<file path="src/rtl/datapath_src_sel51_ctrl_if.sv">
// Handshake and configuration bundle between the 5:1 source mux, its selection controller and the consumer.
interface datapath_src_sel51_ctrl_if #(
  parameter int unsigned BL_W = 8
);
  logic [4:0]      src_valid;
  logic [4:0]      cfg_src_en;
  logic [BL_W-1:0] cfg_burst_len;
  logic [2:0]      S;
  logic            mux_z_valid;
  logic            mux_z_ready;
  logic            dn_valid;
  logic            dn_ready;
  logic            grant_active;
  logic [BL_W-1:0] beat_cnt;

  modport master (
    output src_valid, cfg_src_en, cfg_burst_len, mux_z_valid, dn_ready,
    input  S, mux_z_ready, dn_valid, grant_active, beat_cnt
  );

  modport slave (
    input  src_valid, cfg_src_en, cfg_burst_len, mux_z_valid, dn_ready,
    output S, mux_z_ready, dn_valid, grant_active, beat_cnt
  );
endinterface

</file>
<file path="src/rtl/datapath_src_sel51_ctrl.sv">
// Burst-locked round-robin select controller for the 5:1 valid/ready source mux.
// Optional stall timeout on a locked grant is enabled with `define SRC_SEL_TIMEOUT_EN.
module datapath_src_sel51_ctrl #(
  parameter int unsigned BL_W        = 8,
  parameter int unsigned TIMEOUT_CYC = 64
) (
  input  logic                        clk,
  input  logic                        rst_n,
  datapath_src_sel51_ctrl_if.slave    bus
);

  localparam int unsigned N_SRC = 5;
  localparam int unsigned SEL_W = 3;

  if (TIMEOUT_CYC < 2) begin : g_bad_timeout
    $error("TIMEOUT_CYC must be at least 2");
  end

  typedef enum logic {
    IDLE = 1'b0,
    LOCK = 1'b1
  } state_e;

  state_e            state_q, state_d;
  logic [SEL_W-1:0]  s_q, s_d;
  logic [SEL_W-1:0]  last_q, last_d;
  logic [BL_W-1:0]   beat_q, beat_d;
  logic [BL_W-1:0]   len_q, len_d;

  logic [N_SRC-1:0]  elig_c;
  logic              win_vld_c;
  logic [SEL_W-1:0]  win_c;
  logic              active_c;
  logic              fire_c;
  logic              arb_c;

  assign elig_c   = bus.src_valid & bus.cfg_src_en;
  assign active_c = (state_q == LOCK);
  assign fire_c   = bus.mux_z_valid & bus.dn_ready & active_c;

  assign bus.S            = s_q;
  assign bus.grant_active = active_c;
  assign bus.beat_cnt     = beat_q;
  assign bus.dn_valid     = bus.mux_z_valid & active_c;
  assign bus.mux_z_ready  = bus.dn_ready & active_c;

  // Round-robin pick: scan farthest-first so the nearest eligible source after last_q wins.
  always_comb begin
    logic [SEL_W-1:0] idx;
    win_vld_c = 1'b0;
    win_c     = last_q;
    idx       = '0;
    for (int k = N_SRC; k >= 1; k--) begin
      idx = SEL_W'((int'(last_q) + k) % int'(N_SRC));
      if (elig_c[idx]) begin
        win_vld_c = 1'b1;
        win_c     = idx;
      end
    end
  end

`ifdef SRC_SEL_TIMEOUT_EN
  localparam int unsigned ST_W = $clog2(TIMEOUT_CYC);
  logic [ST_W-1:0] stall_q, stall_d;
  logic            stall_exp_c;

  assign stall_exp_c = active_c & ~fire_c & (stall_q == ST_W'(TIMEOUT_CYC - 1));
  assign stall_d     = (active_c && !fire_c && !arb_c) ? stall_q + ST_W'(1) : '0;

  always_ff @(posedge clk or negedge rst_n) begin
    if (!rst_n) stall_q <= '0;
    else        stall_q <= stall_d;
  end
`else
  logic stall_exp_c;
  assign stall_exp_c = 1'b0;
`endif

  // Next-state: arbitrate from IDLE, or on a last-beat fire / stall expiry while locked.
  always_comb begin
    state_d = state_q;
    s_d     = s_q;
    last_d  = last_q;
    beat_d  = beat_q;
    len_d   = len_q;
    arb_c   = 1'b0;

    unique case (state_q)
      IDLE: arb_c = 1'b1;
      LOCK: begin
        if (fire_c) begin
          if (beat_q == len_q - BL_W'(1)) arb_c  = 1'b1;
          else                            beat_d = beat_q + BL_W'(1);
        end else if (stall_exp_c) begin
          arb_c = 1'b1;
        end
      end
      default: state_d = IDLE;
    endcase

    if (arb_c) begin
      beat_d = '0;
      if (win_vld_c) begin
        state_d = LOCK;
        s_d     = win_c;
        last_d  = win_c;
        len_d   = (bus.cfg_burst_len == '0) ? BL_W'(1) : bus.cfg_burst_len;
      end else begin
        state_d = IDLE;
      end
    end
  end

  always_ff @(posedge clk or negedge rst_n) begin
    if (!rst_n) begin
      state_q <= IDLE;
      s_q     <= '0;
      last_q  <= SEL_W'(N_SRC - 1);
      beat_q  <= '0;
      len_q   <= BL_W'(1);
    end else begin
      state_q <= state_d;
      s_q     <= s_d;
      last_q  <= last_d;
      beat_q  <= beat_d;
      len_q   <= len_d;
    end
  end

endmodule

</file>
<file path="src/flat_wrapper.sv">
// flat-port wrapper written by rule: the top's interface ports become plain ports
module datapath_src_sel51_ctrl_flat 
#(
  parameter int unsigned BL_W        = 8,
  parameter int unsigned TIMEOUT_CYC = 64
)
  (clk, rst_n, bus_src_valid, bus_cfg_src_en, bus_cfg_burst_len, bus_mux_z_valid, bus_dn_ready, bus_S, bus_mux_z_ready, bus_dn_valid, bus_grant_active, bus_beat_cnt);
  datapath_src_sel51_ctrl_if #(.BL_W(BL_W)) bus_i ();
  input  logic clk;
  input  logic rst_n;
  input wire logic [$bits(bus_i.src_valid)-1:0] bus_src_valid;
  input wire logic [$bits(bus_i.cfg_src_en)-1:0] bus_cfg_src_en;
  input wire logic [$bits(bus_i.cfg_burst_len)-1:0] bus_cfg_burst_len;
  input wire logic [$bits(bus_i.mux_z_valid)-1:0] bus_mux_z_valid;
  input wire logic [$bits(bus_i.dn_ready)-1:0] bus_dn_ready;
  output wire logic [$bits(bus_i.S)-1:0] bus_S;
  output wire logic [$bits(bus_i.mux_z_ready)-1:0] bus_mux_z_ready;
  output wire logic [$bits(bus_i.dn_valid)-1:0] bus_dn_valid;
  output wire logic [$bits(bus_i.grant_active)-1:0] bus_grant_active;
  output wire logic [$bits(bus_i.beat_cnt)-1:0] bus_beat_cnt;
  assign bus_i.src_valid = bus_src_valid;
  assign bus_i.cfg_src_en = bus_cfg_src_en;
  assign bus_i.cfg_burst_len = bus_cfg_burst_len;
  assign bus_i.mux_z_valid = bus_mux_z_valid;
  assign bus_i.dn_ready = bus_dn_ready;
  assign bus_S = bus_i.S;
  assign bus_mux_z_ready = bus_i.mux_z_ready;
  assign bus_dn_valid = bus_i.dn_valid;
  assign bus_grant_active = bus_i.grant_active;
  assign bus_beat_cnt = bus_i.beat_cnt;
  datapath_src_sel51_ctrl #(.BL_W(BL_W), .TIMEOUT_CYC(TIMEOUT_CYC)) u_core (.clk(clk), .rst_n(rst_n), .bus(bus_i));
endmodule
</file>
<file path="config.mk">
export PLATFORM = sky130hd
export DESIGN_NAME = datapath_src_sel51_ctrl_flat
export DESIGN_NICKNAME = d
export VERILOG_FILES = /design/src/rtl/datapath_src_sel51_ctrl_if.sv /design/src/rtl/datapath_src_sel51_ctrl.sv /design/src/flat_wrapper.sv
export SDC_FILE = /design/constraint.sdc
export NUM_CORES = 1
export LEC_CHECK = 0
export ABC_CLOCK_PERIOD_IN_PS = 13800
export CORE_MARGIN = 2
export CORE_UTILIZATION = 60
export CTS_CLUSTER_DIAMETER = 50
export DETAILED_ROUTE_END_ITERATION = 8
export PLACE_DENSITY = 0.95
export SETUP_SLACK_MARGIN = 0.05
export SLEW_MARGIN = 30
export SYNTH_ARGS = -nofsm -noshare
export SYNTH_HDL_FRONTEND = slang
export SYNTH_SLANG_ARGS = --single-unit
</file>
<file path="constraint.sdc">
create_clock -name clk -period 13.8 [get_ports clk]
set_input_delay 1.38 -clock clk [delete_from_list [all_inputs] [get_ports clk]]
set_output_delay 1.38 -clock clk [all_outputs]
set_load 0.01 [all_outputs]
</file>
; ---- After elaboration in Yosys (flattened, before gate mapping)
; Index checks and enable logic that the tools add are counted.
[classes]
n_addsub = 7
n_div = 5
magnitude_cmp = 5
eq_ne = 2
mux = 29
n_bitwise = 6
reduce_logical = 5
[ops]
columns = cell, n
row1 = $mod 32x4->32 const B, 5
row2 = $mux 8, 5
row3 = $lt 3x4->1 const B, 5
row4 = $bmux 1 s3, 5
row5 = $mux 3, 5
row6 = $mux 1, 13
row7 = $add 3x2->4 const B, 2
row8 = $add 3x3->4 const B, 2
row9 = $add 8x1->8 const B, 1
row10 = $eq 8x8->1, 1
row11 = $logic_not 8->1, 1
row12 = $sub 8x1->8 const B, 1
row13 = $and 5x5->5, 1
row14 = $add 3x1->4 const B, 1
row15 = $and 1x1->1, 4
row16 = $reduce_bool 2->1, 2
row17 = $reduce_and 3->1, 1
row18 = $ne 2x1->1 const B, 1
row19 = $pmux 1 s2, 1
row20 = $reduce_and 2->1, 1
row21 = $not 1->1, 1
[word_totals]
regBits = 23
input_bits = 22
wordCells = 64

; ---- Depth between registers and ports, before layout
[logic_depth]
ltp_word = 10
depth_mapped = 21

; ---- Worst setup path before layout
; OpenSTA, ideal clock, no wires.
[synth_path]
path_kind = flip-flop to flip-flop
start = register u_core.last_q[0]
end = register u_core.len_q[5]
setup_ns = 0.127
t_arrival_ns = 4.549
required_ns = 13.673
slack_ns = 9.124
stages_incl_launch_ff = 21
cell_sequence = dfrtp_1 > buf_6 > clkinv_1 > ha_1 > clkbuf_1 > inv_1 > ha_1 > nor2_1 > a21oi_2 > xnor2_1 > inv_1 > ha_1 > nor2b_1 > nor3b_1 > a221o_1 > nor3b_1 > o21ai_1 > nand2_2 > o31ai_4 > buf_6 > mux2_1
[synth_between]
elab_chain_cells = 10
word_cells_on_any_way = 26
[synth_rtl]
columns = item, line_no
row1 = from (decl), datapath_src_sel51_ctrl.sv:26  ; logic [SEL_W-1:0] last_q, last_d;
row2 = from (signal assigned), datapath_src_sel51_ctrl.sv:118  ; last_q <= SEL_W'(N_SRC - 1);
row3 = from (signal assigned), datapath_src_sel51_ctrl.sv:124  ; last_q <= last_d;
row4 = $add 3x3->4, datapath_src_sel51_ctrl.sv:54  ; idx = SEL_W'((int'(last_q) + k) % int'(N_SRC));
row5 = $mod 32x4->32, datapath_src_sel51_ctrl.sv:54
row6 = $bmux 1 s3, datapath_src_sel51_ctrl.sv:55  ; if (elig_c[idx]) begin
row7 = $mux 1 (not written as such), datapath_src_sel51_ctrl.sv:55
row8 = $mux 1 (4 in a row), datapath_src_sel51_ctrl.sv:55
row9 = $mux 1 (*), datapath_src_sel51_ctrl.sv:55
row10 = $reduce_and 2->1 (no source line) (*), n/a
row11 = to (signal assigned), datapath_src_sel51_ctrl.sv:126  ; len_q <= len_d;
row12 = to (decl), datapath_src_sel51_ctrl.sv:28  ; logic [BL_W-1:0] len_q, len_d;
; Mark *: on every way between the ends. The rest lies on a longest branch, timed or not. The select of a mux whose other input is x is not followed.
; A chain may end at the register's enable or synchronous reset.

; ---- Final worst setup path
[layout_path]
start = register u_core.last_q[0]
end = register u_core.len_q[7]
; The elaborated chain is that of the path after synthesis.

==> results.tsv <==
metric	value	unit
H-tree depth	1	
crit path launch type	flip-flop	
layout cells sized above 1	0.115	
core area	5070	sq um
nets	452	
ys flop type	dfrtp_1	
Tot GR Track Use	0.274	
status	complete, no violations	
CTS Buf Count	3	
fin crit share	0.400	
most frequent cell after synthesis	nand2_1	
CTS tree	done	
final wirelength	7.77	mm
final setup vio count	0	
post-CTS sizing	0	
Root Driver	clkbuf_8	
drt pass-1 iters	4	
Synth Warn #	0	
RSZ-0062 raised after global routing	no	
Area Growth Syn to Fin	13.1	%
Avg Cell Area, Syn	8.40	sq um
count of cell types in the netlist	81	
Pins Over Slew Limit	0	
Worst Hold Class	reg2reg	
initial core utilization	0.614	
postcts setup bufs	0	
net count after synthesis	423	
Fmax	181	MHz
crit path DAT	5660	ps
Gate Count Post-Synth	371	
max cap viols	0	
gpl congestion	0.928	
largest net degree at the start of global routing	37	
fraction of registers with async set/reset	1.00	
diode count	0	
worst slew pin tran	683	ps
min Tclk post-route	5520	ps
Clk Latency, worst-skew pair	260	ps
Area contributors post-synth	dfrtp_1 15%, ha_1 12%, xnor2_1 4.2%	
CTS max path bufs	2	
Hold Path Stages	1	
Antenna Violating Nets Remaining	0	
antenna violations before repair	0	
clock skew	1.03	ps
Crit path required time	13950	ps
Setup CP Type	reg2reg	
Die Area	5790	sq um
Yosys top cell by area	dfrtp_1	
critical path endpoint category	flip-flop	
via/cell ratio	6.44	
worst relative slew slack	0.543	
CP max FO	36	
Vias	3022	
register area share after synthesis	0.169	
clk sinks	21	
number of synthesized register bits	21	
dpl hpwl	6.01	mm
final hold violations	0	
gr ovfl total	0	
vias in the first global route	2879	
Port Buffers	35	
clock edge transition at the registers on the reported setup and hold paths	70	ps
setup TNS	0	ps
worst r2r path cells	15	
io pins	36	
Die Y	76.1	um
Post-synth EDFFs	0	
synth cell count leaders	32 x nand2_1, 30 x ha_1, 21 x nor2_1, 19 x dfrtp_1, 17 x a21oi_1	
die boundary width	76.1	um
Mapped Area	3120	sq um
Post-route DRC	0	
area share of the largest cell type after synthesis	0.152	
FILL cells	398	
wire length per cell	16.6	um
first-pass GRT wire length	13.2	mm
hold_buf cts	0	
row count	26	
Starting DRT DRC Count	184	
sequential cells by signal (all words and copies together), names as in the netlist:
name                     cells
u_core.bus.S                 1
u_core.bus.beat_cnt          8
u_core.bus.grant_active      1
u_core.last_q                3
u_core.len_q                 8
cells in the final DEF, fill, tap and decap left out, drive strengths merged, types with 6 or more instances in the layout:
cell type,Yosys,layout
xor2,9,9
clkdlybuf4s50,0,34
nor2b,8,8
o21a,7,7
nor3,12,12
nor2,21,21
dfrtp,19,19
a31oi,8,8
nand4,6,6
nand3,14,14
mux2i,6,6
o31ai,6,6
mux2,11,11
nand2,33,33
ha,30,30
and2,7,7
o21ai,18,18
xnor2,17,17
inv,18,18
a21oi,20,20
worst paths after layout:
| kind | start | end | slack, ps |
|---|---|---|---|
| min reg2reg | u_core.bus.S[2]$_DFFE_PN0P_ | u_core.bus.S[2]$_DFFE_PN0P_ | 480 |
| max in group asynchronous | rst_n | u_core.len_q[0]$_DFFE_PN1P_ | 12390 |
| max | u_core.last_q[0]$_DFFE_PN0P_ | u_core.len_q[7]$_DFFE_PN0P_ | 8280 |
| max reg2reg | u_core.last_q[0]$_DFFE_PN0P_ | u_core.len_q[7]$_DFFE_PN0P_ | 8280 |
| min in group asynchronous | rst_n | u_core.bus.beat_cnt[7]$_DFFE_PN0P_ | 1060 |
| min | u_core.bus.S[2]$_DFFE_PN0P_ | u_core.bus.S[2]$_DFFE_PN0P_ | 480 |
cell type report:
| class | instances | area [sq um] | area share |
|---|---|---|---|
| clock inverter | 1 | 5.00 | 0.00142 |
| inverter | 20 | 78.8 | 0.0224 |
| multi-input combinational | 318 | 2430 | 0.690 |
| clock buffer | 3 | 41.3 | 0.0117 |
| timing repair buffer | 36 | 353 | 0.100 |
| tap | 70 | 87.6 | 0.0248 |
| sequential | 21 | 528 | 0.150 |
logic make-up (layout without fill, tap and decap cells):
group	after synthesis	count (layout)	share of synthesized area
compound gates	106	106	0.272
xor+xnor	26	26	0.0815
fa+ha+maj	30	30	0.120
buf+inv	32	60	0.0506
flops	21	21	0.169
mux	18	18	0.0710
simple gates	138	138	0.236
layer usage:
metal / vias to the layer above / track usage / part of all wire / wire (um)
met3: 24 / 0.0462 / 0.057 / 441
met5: - / 0 / 0 / 0
li1: 1452 / - / - / -
met1: 1425 / 0.334 / 0.43 / 3330
met2: 121 / 0.490 / 0.49 / 3790
met4: 0 / 0.0891 / 0.027 / 212
metrics by stage:
step           hold WS, ps  instances  setup slack (ps)   util  instance area (sq um)
6_report               482        469              8280  0.695                   3530
3_5_place_dp           471        465              8370  0.687                   3480
2_1_floorplan          482        371              9120      -                   3120
4_1_cts                488        469              8330  0.696                   3530
3_3_place_gp           462        465              8550  0.687                   3480
5_1_grt                514        469              7910  0.695                   3530
worst max-delay path, cell delays in order, from the launching register on:
cell and delay, ps:
dfrtp_1 330, buf_4 340, clkinv_1 490, ha_1 710, ha_1 320, nor4b_2 100
or4_1 540, and2_4 210, ha_1 200, nor2b_1 140, o32a_4 350, mux2i_1 220
a2bb2oi_2 180, nand4b_1 210, o31ai_4 630, mux2_2 420
Power is not shown: default switching activity piles up to over one toggle a cycle in this logic, so the estimate is an artifact.
